--- src/rtl/spike_rate_decoder.sv ---
// spike_rate_decoder: counts rising edges of spike_in over WINDOW-cycle windows and publishes a
// saturated CNT_W-bit rate over valid/ready. Define SPIKE_BURST_DETECT_EN to build the burst flag.

module spike_rate_decoder #(
  parameter int WINDOW    = 1000,
  parameter int CNT_W     = 8,
  parameter int BURST_GAP = 4,
  parameter int BURST_LEN = 3
) (
  input  logic             clk,
  input  logic             reset,
  input  logic             en,
  input  logic             spike_in,
  input  logic             rate_ready,
  input  logic             clr_overrun,
  output logic [CNT_W-1:0] rate_out,
  output logic             rate_valid,
  output logic             overrun,
  output logic             burst
);

  localparam int               WIN_W    = (WINDOW > 2) ? $clog2(WINDOW) : 1;
  localparam logic [WIN_W-1:0] WIN_LAST = WIN_W'(WINDOW - 1);
  localparam logic [CNT_W-1:0] CNT_MAX  = {CNT_W{1'b1}};

  typedef enum logic [0:0] {
    ST_IDLE  = 1'b0,
    ST_COUNT = 1'b1
  } state_t;

  function automatic logic [CNT_W-1:0] sat_inc(input logic [CNT_W-1:0] v, input logic inc);
    logic [CNT_W-1:0] r;
    if (inc && (v != CNT_MAX)) begin
      r = v + CNT_W'(1);
    end else begin
      r = v;
    end
    return r;
  endfunction

  state_t           state_r, state_s;
  logic [WIN_W-1:0] win_cnt_r, win_cnt_s;
  logic [CNT_W-1:0] spike_cnt_r, spike_cnt_s;
  logic [CNT_W-1:0] rate_out_r, rate_out_s;
  logic             spike_prev_r;
  logic             rate_valid_r, rate_valid_s;
  logic             overrun_r, overrun_s;
  logic             edge_s, win_end_s, xfer_s;

  assign edge_s = spike_in & ~spike_prev_r;
  assign xfer_s = rate_valid_r & rate_ready;

  // Next-state, window counting and sample capture
  always_comb begin
    state_s     = state_r;
    win_cnt_s   = win_cnt_r;
    spike_cnt_s = spike_cnt_r;
    rate_out_s  = rate_out_r;
    win_end_s   = 1'b0;
    case (state_r)
      ST_IDLE: begin
        win_cnt_s   = '0;
        spike_cnt_s = '0;
        if (en) begin
          state_s = ST_COUNT;
        end else begin
          state_s = ST_IDLE;
        end
      end
      ST_COUNT: begin
        if (!en) begin
          // abandoning a window throws away the partial count
          state_s     = ST_IDLE;
          win_cnt_s   = '0;
          spike_cnt_s = '0;
        end else if (win_cnt_r == WIN_LAST) begin
          win_end_s   = 1'b1;
          rate_out_s  = sat_inc(spike_cnt_r, edge_s);
          win_cnt_s   = '0;
          spike_cnt_s = '0;
        end else begin
          win_cnt_s   = win_cnt_r + WIN_W'(1);
          spike_cnt_s = sat_inc(spike_cnt_r, edge_s);
        end
      end
      default: begin
        state_s     = ST_IDLE;
        win_cnt_s   = '0;
        spike_cnt_s = '0;
      end
    endcase
  end

  // Handshake valid and sticky overrun; a new overrun beats a simultaneous clear
  always_comb begin
    rate_valid_s = rate_valid_r;
    overrun_s    = overrun_r;
    if (win_end_s) begin
      rate_valid_s = 1'b1;
    end else if (xfer_s) begin
      rate_valid_s = 1'b0;
    end else begin
      rate_valid_s = rate_valid_r;
    end
    if (win_end_s && rate_valid_r && !xfer_s) begin
      overrun_s = 1'b1;
    end else if (clr_overrun) begin
      overrun_s = 1'b0;
    end else begin
      overrun_s = overrun_r;
    end
  end

  // State and datapath registers
  always_ff @(posedge clk or posedge reset) begin
    if (reset) begin
      state_r      <= ST_IDLE;
      win_cnt_r    <= '0;
      spike_cnt_r  <= '0;
      rate_out_r   <= '0;
      spike_prev_r <= 1'b0;
      rate_valid_r <= 1'b0;
      overrun_r    <= 1'b0;
    end else begin
      state_r      <= state_s;
      win_cnt_r    <= win_cnt_s;
      spike_cnt_r  <= spike_cnt_s;
      rate_out_r   <= rate_out_s;
      spike_prev_r <= spike_in;
      rate_valid_r <= rate_valid_s;
      overrun_r    <= overrun_s;
    end
  end

  assign rate_out   = rate_out_r;
  assign rate_valid = rate_valid_r;
  assign overrun    = overrun_r;

`ifdef SPIKE_BURST_DETECT_EN
  localparam int               GAP_W   = $clog2(BURST_GAP + 2);
  localparam int               RUN_W   = $clog2(BURST_LEN + 1);
  localparam logic [GAP_W-1:0] GAP_LIM = GAP_W'(BURST_GAP);
  localparam logic [GAP_W-1:0] GAP_SAT = GAP_W'(BURST_GAP + 1);
  localparam logic [RUN_W-1:0] RUN_LEN = RUN_W'(BURST_LEN);

  logic [GAP_W-1:0] gap_r, gap_s;
  logic [RUN_W-1:0] run_r, run_s;
  logic             burst_r, burst_s;

  // Gap since last edge and current run length; flag fires once when a run reaches RUN_LEN
  always_comb begin
    gap_s   = gap_r;
    run_s   = run_r;
    burst_s = 1'b0;
    if (state_r == ST_COUNT) begin
      if (edge_s) begin
        gap_s = GAP_W'(1);
        if (gap_r <= GAP_LIM) begin
          if (run_r < RUN_LEN) begin
            run_s   = run_r + RUN_W'(1);
            burst_s = (run_r == (RUN_LEN - RUN_W'(1)));
          end else begin
            run_s   = run_r;
            burst_s = 1'b0;
          end
        end else begin
          run_s   = RUN_W'(1);
          burst_s = (RUN_LEN == RUN_W'(1));
        end
      end else if (gap_r != GAP_SAT) begin
        gap_s = gap_r + GAP_W'(1);
      end else begin
        gap_s = gap_r;
      end
    end else begin
      gap_s = '0;
      run_s = '0;
    end
  end

  // Burst tracking registers
  always_ff @(posedge clk or posedge reset) begin
    if (reset) begin
      gap_r   <= '0;
      run_r   <= '0;
      burst_r <= 1'b0;
    end else begin
      gap_r   <= gap_s;
      run_r   <= run_s;
      burst_r <= burst_s;
    end
  end

  assign burst = burst_r;
`else
  assign burst = 1'b0;
`endif

endmodule

--- config.mk ---
export PLATFORM = sky130hd
export DESIGN_NAME = spike_rate_decoder
export DESIGN_NICKNAME = d
export VERILOG_FILES = /design/src/rtl/spike_rate_decoder.sv
export SDC_FILE = /design/constraint.sdc
export NUM_CORES = 1
export LEC_CHECK = 0
export BUFFER_PORTS_ARGS = -buffer_cell sky130_fd_sc_hd__buf_2
export CORE_UTILIZATION = 36
export CTS_CLUSTER_DIAMETER = 120
export CTS_CLUSTER_SIZE = 25
export DETAILED_ROUTE_END_ITERATION = 8
export GPL_ROUTABILITY_DRIVEN = 0
export SLEW_MARGIN = 20
export SYNTH_ARGS = -nofsm -noshare
export SYNTH_HDL_FRONTEND = slang
export SYNTH_SLANG_ARGS = --single-unit
--- constraint.sdc ---
create_clock -name clk -period 2.7 [get_ports clk]
set_input_delay 0.405 -clock clk [delete_from_list [all_inputs] [get_ports clk]]
set_output_delay 0.405 -clock clk [all_outputs]
set_load 0.02 [all_outputs]
## Word-level counts from Yosys, hierarchy flattened

Cells that the tools add are included.

| storage, ports and cells | value |
|---|---|
| flip-flop bits (word level) | 30 |
| input bits | 6 |
| word-level logic and storage cells | 37 |

| operators by class | value |
|---|---|
| add/subtract/negate cells | 2 |
| equality and inequality tests | 2 |
| muxes and demuxes | 15 |
| bitwise operators | 4 |
| reduce and logical (&&, ||, !) cells | 7 |

Operator list:

| operator | count |
|---|---|
| 8-bit 2-to-1 mux | 3 |
| 10-bit 2-to-1 mux | 2 |
| 10-bit case mux with 2 select lines | 1 |
| 8-bit case mux with 2 select lines | 1 |
| 10-bit by 1-bit adder with 10-bit output (second input constant) | 1 |
| 10-bit equality test (second input constant) | 1 |
| 8-bit by 1-bit adder with 8-bit output (second input constant) | 1 |
| 1-bit 2-to-1 mux | 8 |
| 8-bit inequality test (second input constant) | 1 |
| 2-bit nonzero test | 2 |
| 1-bit logical AND | 3 |
| 3-bit AND reduction | 1 |
| 1-bit AND | 2 |
| 1-bit NOT | 2 |
| 1-bit logical NOT | 1 |

## Logic depth before layout (Yosys ltp)

Gate-level depths: netlist (run 1).

| logic depth | value |
|---|---|
| depth in word-level cells | 7 |
| mapped depth | 5 |

## Worst setup path after synthesis (run 1)

OpenSTA, ideal clock, no wires.

| path | value |
|---|---|
| path type | register to register |
| start | register win_cnt_r[0] |
| end | register win_cnt_r[7] |
| setup time | 0.130 ns |
| arrival | 1.383 ns |
| data required time | 2.570 ns |
| path slack | 1.187 ns |
| cell stages (with the launch flop) | 6 |
| clock period less this slack | 1.513 ns |
| cell sequence | dfrtp_1 -> ha_1 -> nand4_2 -> o31ai_4 -> buf_6 -> a21oi_1 |

| on the way | value |
|---|---|
| word-level cells in the longest chain between the ends | 4 |
| elaborated cells between the ends (all ways) | 5 |
| classes of those cells | 1 x add/sub; 1 x eq/ne; 3 x mux |

RTL lines:

| item | RTL line | source |
|---|---|---|
| start: declaration | 42 | `logic [WIN_W-1:0] win_cnt_r, win_cnt_s;` |
| start signal: assignment | 126 | `win_cnt_r <= win_cnt_s;` |
| 10-bit by 1-bit adder with 10-bit output or 10-bit equality test (tied branches) | 82, 76 |  |
| 10-bit 2-to-1 mux (*) | 76 | `end else if (win_cnt_r == WIN_LAST) begin` |
| 10-bit 2-to-1 mux (*) | 71 | `if (!en) begin` |
| 10-bit case mux with 2 select lines (*) | 60 | `case (state_r)` |
| net win_cnt_s[7] | 42 |  |

Mark *: on every way through the listed nets, which the timed path passes. The rest lies on a longest branch.
A chain may end at the register's enable or synchronous reset.

## Worst setup path after layout (run 1)

| path | value |
|---|---|
| start | register win_cnt_r[0] |
| end | register spike_cnt_r[5] |

| on the way | value |
|---|---|
| word-level cells in the longest chain between the ends | 4 |

RTL lines:

| item | RTL line | source |
|---|---|---|
| 10-bit equality test | 76 |  |
| 8-bit 2-to-1 mux | 76 |  |
| 8-bit 2-to-1 mux | 71 |  |
| 8-bit case mux with 2 select lines | 60 |  |
| net spike_cnt_s[5] | 43 | `logic [CNT_W-1:0] spike_cnt_r, spike_cnt_s;` |
| end signal: assignment | 127 | `spike_cnt_r <= spike_cnt_s;` |
| end: declaration | 43 |  |

The timed path passes the listed nets, and every way through them passes these cells.

==> impl_metrics.toml, run 1 <==
[run_status]
outcome = "completed"

[critical_path]
crit_path_max_incr_delay_ns = 0.67
crit_family = "compound AO/OA/AOI/OAI gates"
path_cells = "ha_1 > nand4_2 > o31ai_4 > nor3_1"
crit_required_ns = 2.83
cp_max_fo = 17
reg2reg_slack_ns = 0.80
cp-end-kind = "flop"
timing.rr.end = "spike_cnt_r[5]"
start_kind = "flop"
regToRegStartpoint = "win_cnt_r[0]"
path_buf_inv = 0
crit_arrival_ns = 2.04
path_class = "flop to flop"
r2r_cells = 4
cp_slowest_cell = "o31ai_4"

[synthesis]
synth-simple-area-share_pct = 21.75
syn_inst = 145
synth_xor_area_share_pct = 1.730
synth_compound_area_share_pct = 20.59
ys_types = 43
synth.yosys.seq_area_share_pct = 49.42
syn_area_per_cell_um2 = 10.48
synth_fa_ha_area_share_pct = 1.647
synth_top_family_by_area = "simple AND/OR/NAND/NOR gates"
ys_ff_latch = 30
yosys_warnings = 0
synth_nets = 153
synthMuxAreaShare_pct = 0
syn_area_mm2 = 0.001519

[clock_network]
cts.path.max_buffers = 2
cts_tree = "done"
cts_hold_buf = 0
post-cts-setup-buffer-count = 0
clk_pin_slew_worst_paths_ns = 0.06
clkSinkCount = 30
cts-resized-gates = 0
cts_inserted_buffers = 5
cts_root_buffer = "clkbuf_8"
clock_latency_ns = 0.28
h-tree-depth = 2

[place]
dp_hpwl_um = 2442
port_buffers = 15

[pwr]
pwr-share-seq_pct = 52.9
p_sw_mw = 0.1953
p_leak_nw = 0.7085
switching_share_pct = 22.64
internal-power_mw = 0.6672
p_per_area_mw_per_mm2 = 505.0
ir_drop_mv = 0.1604
power_frac_comb_pct = 3.7
power_frac_clock_pct = 43.4

[global_routing]
grt_use_total_pct = 17.82
grt_pass1_wl_um = 5830
grt_pass1_vias = 1210
grt_start_max_net_pins = 24
overflow = 0
grt_antenna_before_repair = 0

[route]
dr.first_iter.drc_count = 139
wl_per_cell_um = 15.87
dr.pass1.iters = 4
drt_wl_total_um = 3348
postRouteAntennaNets = 0
drc_errors = 0
viasPerCell = 5.938
route.vias.total = 1253

[finish]
layout_commonest_cell = "dfrtp_1"
syn_to_final_growth_pct = 12.44
ff_latch_area_um2 = 750.7
final_cell_mix = "dfrtp_1, buf_2, a21oi_1"
drive_gt1_share_pct = 16.77
post-route-util_pct = 42.39
fin_nets = 168
fillers = 409
multi_input_area_um2 = 698.2
n_antenna_cell = 0

[floorplanning]
die_y_um = 66.96
num_io_pins = 17
core-area_mm2 = 0.004029
die_w_um = 66.96
num_rows = 23
start_util_pct = 37.70
fp.dieArea_mm2 = 0.004483

[timing]
setup_violations = 0
fin_worst_skew_ns = 0.003008
tightest_slew_ns = 0.7788
rsz0062_at_grt = "false"
post-route-min-period_ns = 1.904
tns_ns = 0
max_freq_mhz = 525.1
hold_violations = 0
slew_headroom_pct = 46.73
fin_crit_sh_pct = 70.53
maxSlewViolCount = 0

[worst_hold_path]
hold_class = "primary input to asynchronous set/reset pin"

[run]
maxCapViolCount = 0
-- worst max path at each step --
| stage | endpoint | cells past startpoint | startpoint | slack, ns |
|---|---|---|---|---|
| 6_report | spike_cnt_r[5] | 4 | win_cnt_r[0] | 0.80 |
| 4_1_cts | spike_cnt_r[4] | 4 | win_cnt_r[0] | 0.79 |
| 3_3_place_gp | spike_cnt_r[4] | 4 | win_cnt_r[0] | 0.86 |
| 3_5_place_dp | spike_cnt_r[4] | 4 | win_cnt_r[0] | 0.77 |
| 2_1_floorplan | win_cnt_r[7] | 5 | win_cnt_r[0] | 1.19 |
| 5_1_grt | spike_cnt_r[2] | 4 | win_cnt_r[0] | 0.61 |
-- final cells by class --
class                   instances  area share, %
well taps                      50          3.663
flip-flops and latches         30          43.96
multi-input cells             101          40.88
inverters                       6          1.319
clock inverters                 1         0.2930
clock buffers                   7          5.055
repair buffers                 16          4.835
-- power groups by stage --
stage          combinational, mW  sequential, mW  clock (mW)
2_1_floorplan             0.0241           0.464           0
3_3_place_gp              0.0317           0.464           0
3_5_place_dp              0.0326           0.465           0
4_1_cts                   0.0330           0.456       0.386
5_1_grt                   0.0369           0.457       0.401
6_report                  0.0316           0.456       0.375
-- synthesized netlist by cell type (all sizes together) --
cell type / n / area share (%)
clkinv: 1 / 0.25
a311o: 2 / 1.3
xnor2: 1 / 0.58
or3: 3 / 1.2
clkbuf: 3 / 0.74
ha: 2 / 1.6
o21ai: 3 / 0.99
and3b: 1 / 0.58
a2111oi: 1 / 0.58
nor3: 6 / 2.0
conb: 1 / 0.25
and3: 2 / 0.82
o41ai: 6 / 3.5
and4b: 1 / 0.66
nand4bb: 1 / 0.74
dfrtp: 30 / 49
nand4b: 1 / 0.58
a21oi: 9 / 3.0
nor2: 6 / 1.5
nand4: 7 / 3.3
nand3: 3 / 1.3
or4: 2 / 0.99
a2bb2oi: 2 / 1.2
a41oi: 3 / 1.7
nand2: 7 / 1.7
buf: 5 / 2.4
a31oi: 4 / 1.6
and4bb: 1 / 0.82
and4: 3 / 1.7
nand2b: 3 / 1.2
nand3b: 1 / 0.49
inv: 5 / 1.2
o22ai: 1 / 0.41
xor2: 2 / 1.2
o31ai: 9 / 5.4
a211oi: 2 / 0.99
nor4: 3 / 1.2
and2: 2 / 0.82
-- worst register-to-register path, cell delays in order, from the launching register on --
cell,delay (ns)
dfrtp_1,0.39
ha_1,0.27
nand4_2,0.27
o31ai_4,0.67
nor3_1,0.15
-- logic make-up (layout without fill, tap and decap cells) --
logic type,count (synthesis),in the layout
AO/OA/AOI/OAI,42,42
XOR/XNOR,3,3
flip-flops,30,30
AND/OR/NAND/NOR,53,53
buffers and inverters,14,30
adder cells (fa/ha/maj),2,2
other,1,1
-- through the flow --
stage               hold WS [ns]  area [um^2]  setup WS (ns)  power (mW)  instances
finish                   0.04160         1708         0.7957      0.8625        211
global route             0.06856         1708         0.6067      0.8946        211
CTS                      0.04926         1708         0.7852      0.8753        211
detailed placement        0.3554         1617         0.7720      0.4972        203
global placement          0.3457         1617         0.8580      0.4959        203
floorplan                 0.4364         1519          1.187      0.4877        145
-- metal layers --
layer	GRT usage (%)	up-vias	part of all wire (%)
met2	29.55	33	50
met4	7.979	0	1.4
li1	-	599	-
met1	21.31	617	44
met5	0	-	0
met3	4.795	4	4.7
-- state kept, by name (all words and copies together) (netlist names) --
signal	count
overrun	1
spike_prev_r	1
spike_cnt_r	8
state_r	1
rate_out	8
rate_valid	1
win_cnt_r	10
(Power assumes the default switching activity.)
==> run 2, diff against run 1 <==
==> constraint.sdc (replaced) <==
create_clock -name clk -period 1.6 [get_ports clk]
set_input_delay 0.24 -clock clk [delete_from_list [all_inputs] [get_ports clk]]
set_output_delay 0.24 -clock clk [all_outputs]
set_load 0.02 [all_outputs]
==> run 2 against run 1 <==
Wire length up 11%. Die area unchanged. Sequential cell count unchanged. Final area up 12%. Largest cell class is now multi-input combinational cells. Largest power group is now clock. Critical path type unchanged. Global-route usage up 0.69 points.
==> impl_metrics.toml, run 2 (synthesized netlist as in run 1, its figures left out) <==
[run_status]
outcome = "completed"

[clock_network]
cts_tree = "done"
cts_root_buffer = "clkbuf_8"
clkSinkCount = 30
h-tree-depth = 2
clk_pin_slew_worst_paths_ns = 0.07
clock_latency_ns = 0.29
cts.path.max_buffers = 2
cts_inserted_buffers = 5

[pwr]
ir_drop_mv = 0.3390
p_sw_mw = 0.3356
finalPower_mw = 1.621
pwr-share-seq_pct = 47.5
internal-power_mw = 1.285
power_frac_comb_pct = 4.1
p_per_area_mw_per_mm2 = 845.5
p_leak_nw = 0.8029
switching_share_pct = 20.71
power_frac_clock_pct = 48.4

[timing]
tightest_slew_ns = 0.5386
hold_violations = 0
setup_violations = 0
slew_headroom_pct = 63.76
post-route-min-period_ns = 1.516
fin_ws_ns = 0.08443
fin_crit_sh_pct = 94.72
fin_worst_skew_ns = 0.008073
tns_ns = 0
maxSlewViolCount = 0
holdWs_ns = 0.08295
max_freq_mhz = 659.8
rsz0062_at_grt = "true"

[route]
drt_wl_total_um = 3704
drc_errors = 0
viasPerCell = 5.850
dr.first_iter.drc_count = 89
wl_per_cell_um = 16.32
dr.pass1.iters = 4
route.vias.total = 1328
postRouteAntennaNets = 0

[finish]
fin_nets = 185
layout_commonest_cell = "dfrtp_1"
drive_gt1_share_pct = 28.25
instances_no_fill = 227
final_cell_mix = "dfrtp_1, buf_4, buf_2"
syn_to_final_growth_pct = 26.19
postLayoutCellArea_mm2 = 0.001917
fillers = 382
largest_reg_flops = 10
n_antenna_cell = 0
ff_latch_area_um2 = 750.7
multi_input_area_um2 = 755.7
post-route-util_pct = 47.58
regMostFlops = "win_cnt_r"

[critical_path]
crit_family = "compound AO/OA/AOI/OAI gates"
crit_path_max_incr_delay_ns = 0.44
crit_arrival_ns = 1.67
cp_slowest_cell = "dfrtp_1"
startpoint = "win_cnt_r[4]"
start_kind = "flop"
path_class = "flop to flop"
cp-end-kind = "flop"
regToRegStartpoint = "win_cnt_r[4]"
path_cells = "nand4bb_4 > buf_4 > o41ai_1 > o31ai_1"
path_buf_inv = 1
crit_required_ns = 1.76
cp_max_fo = 6

[global_routing]
grt_antenna_before_repair = 0
grt_use_total_pct = 18.51
overflow = 0
grt_start_max_net_pins = 12
grt_pass1_wl_um = 6030
grt_pass1_vias = 1277

[floorplanning]
start_util_pct = 37.70
die_y_um = 66.96
fp.dieArea_mm2 = 0.004483
num_io_pins = 17
num_rows = 23
die_w_um = 66.96
core-area_mm2 = 0.004029

[place]
placed_cell_area_mm2 = 0.001722
dp_hpwl_um = 2660
port_buffers = 15
place_ws_ns = -0.05186
dp_cells = 217

[worst_hold_path]
hold_class = "primary input to flop"
min-delay-start = "en"

[run]
maxCapViolCount = 0
run 2: cell types whose count changed in the layout (fill, tap and decap cells not counted), sizes merged:
| cell | previous run | this run |
|---|---|---|
| buf | 16 | 32 |
| clkbuf | 7 | 6 |
| clkinv | 2 | 1 |
| dlygate4sd3 | 0 | 1 |
| bufinv | 0 | 1 |
run 2: power groups by stage:
stage | registers, mW | logic (mW) | clock network (mW)
after floorplan | 0.782 | 0.0407 | 0
after global placement | 0.782 | 0.0619 | 0
after detailed placement | 0.783 | 0.0639 | 0
after CTS | 0.769 | 0.0664 | 0.802
after global routing | 0.770 | 0.0754 | 0.835
final | 0.769 | 0.0669 | 0.785
run 2: worst paths after layout:
| kind | end | slack [ns] | depth (start not counted) |
|---|---|---|---|
| worst min register to register | win_cnt_r[0] | 0.50 | 1 |
| max in group asynchronous | win_cnt_r[1] | 0.59 | 4 |
| worst min-delay path | state_r | 0.08 | 1 |
| worst max register to register | rate_out[7] | 0.08 | 4 |
| worst max-delay path | rate_out[7] | 0.08 | 4 |
| min in group asynchronous | rate_out[4] | 0.49 | 3 |
run 2: what timing repair did:
item	in CTS	in global routing
endpoints found under the setup margin	1	9
hold endpoints to repair	9	0
resized for setup	1	7
setup buffers	0	2
hold buffers	1	0
pin swaps	2	0
run 2: layout make-up:
cell class	instances	area share, %
inverter	6	1.175
clock inverter	1	1.567
timing repair buffer	33	11.10
multi-input combinational	101	39.43
clock buffer	6	4.308
tap	50	3.264
sequential	30	39.16
run 2: worst reg2reg max path, delay by kind of cell, from the launching register on:
family,cells,cell delay (ns)
flip-flops,1,0.44
AND/OR/NAND/NOR,1,0.26
buffers and inverters,1,0.18
AO/OA/AOI/OAI,2,0.50
run 2: routing by layer:
| metal | vias to the layer above | track usage [%] | wire (um) |
|---|---|---|---|
| li1 | 632 | - | - |
| met1 | 659 | 22.82 | 1692 |
| met2 | 27 | 28.28 | 1782 |
| met3 | 10 | 5.651 | 135 |
| met4 | 0 | 10.64 | 93 |
| met5 | - | 0 | 0 |
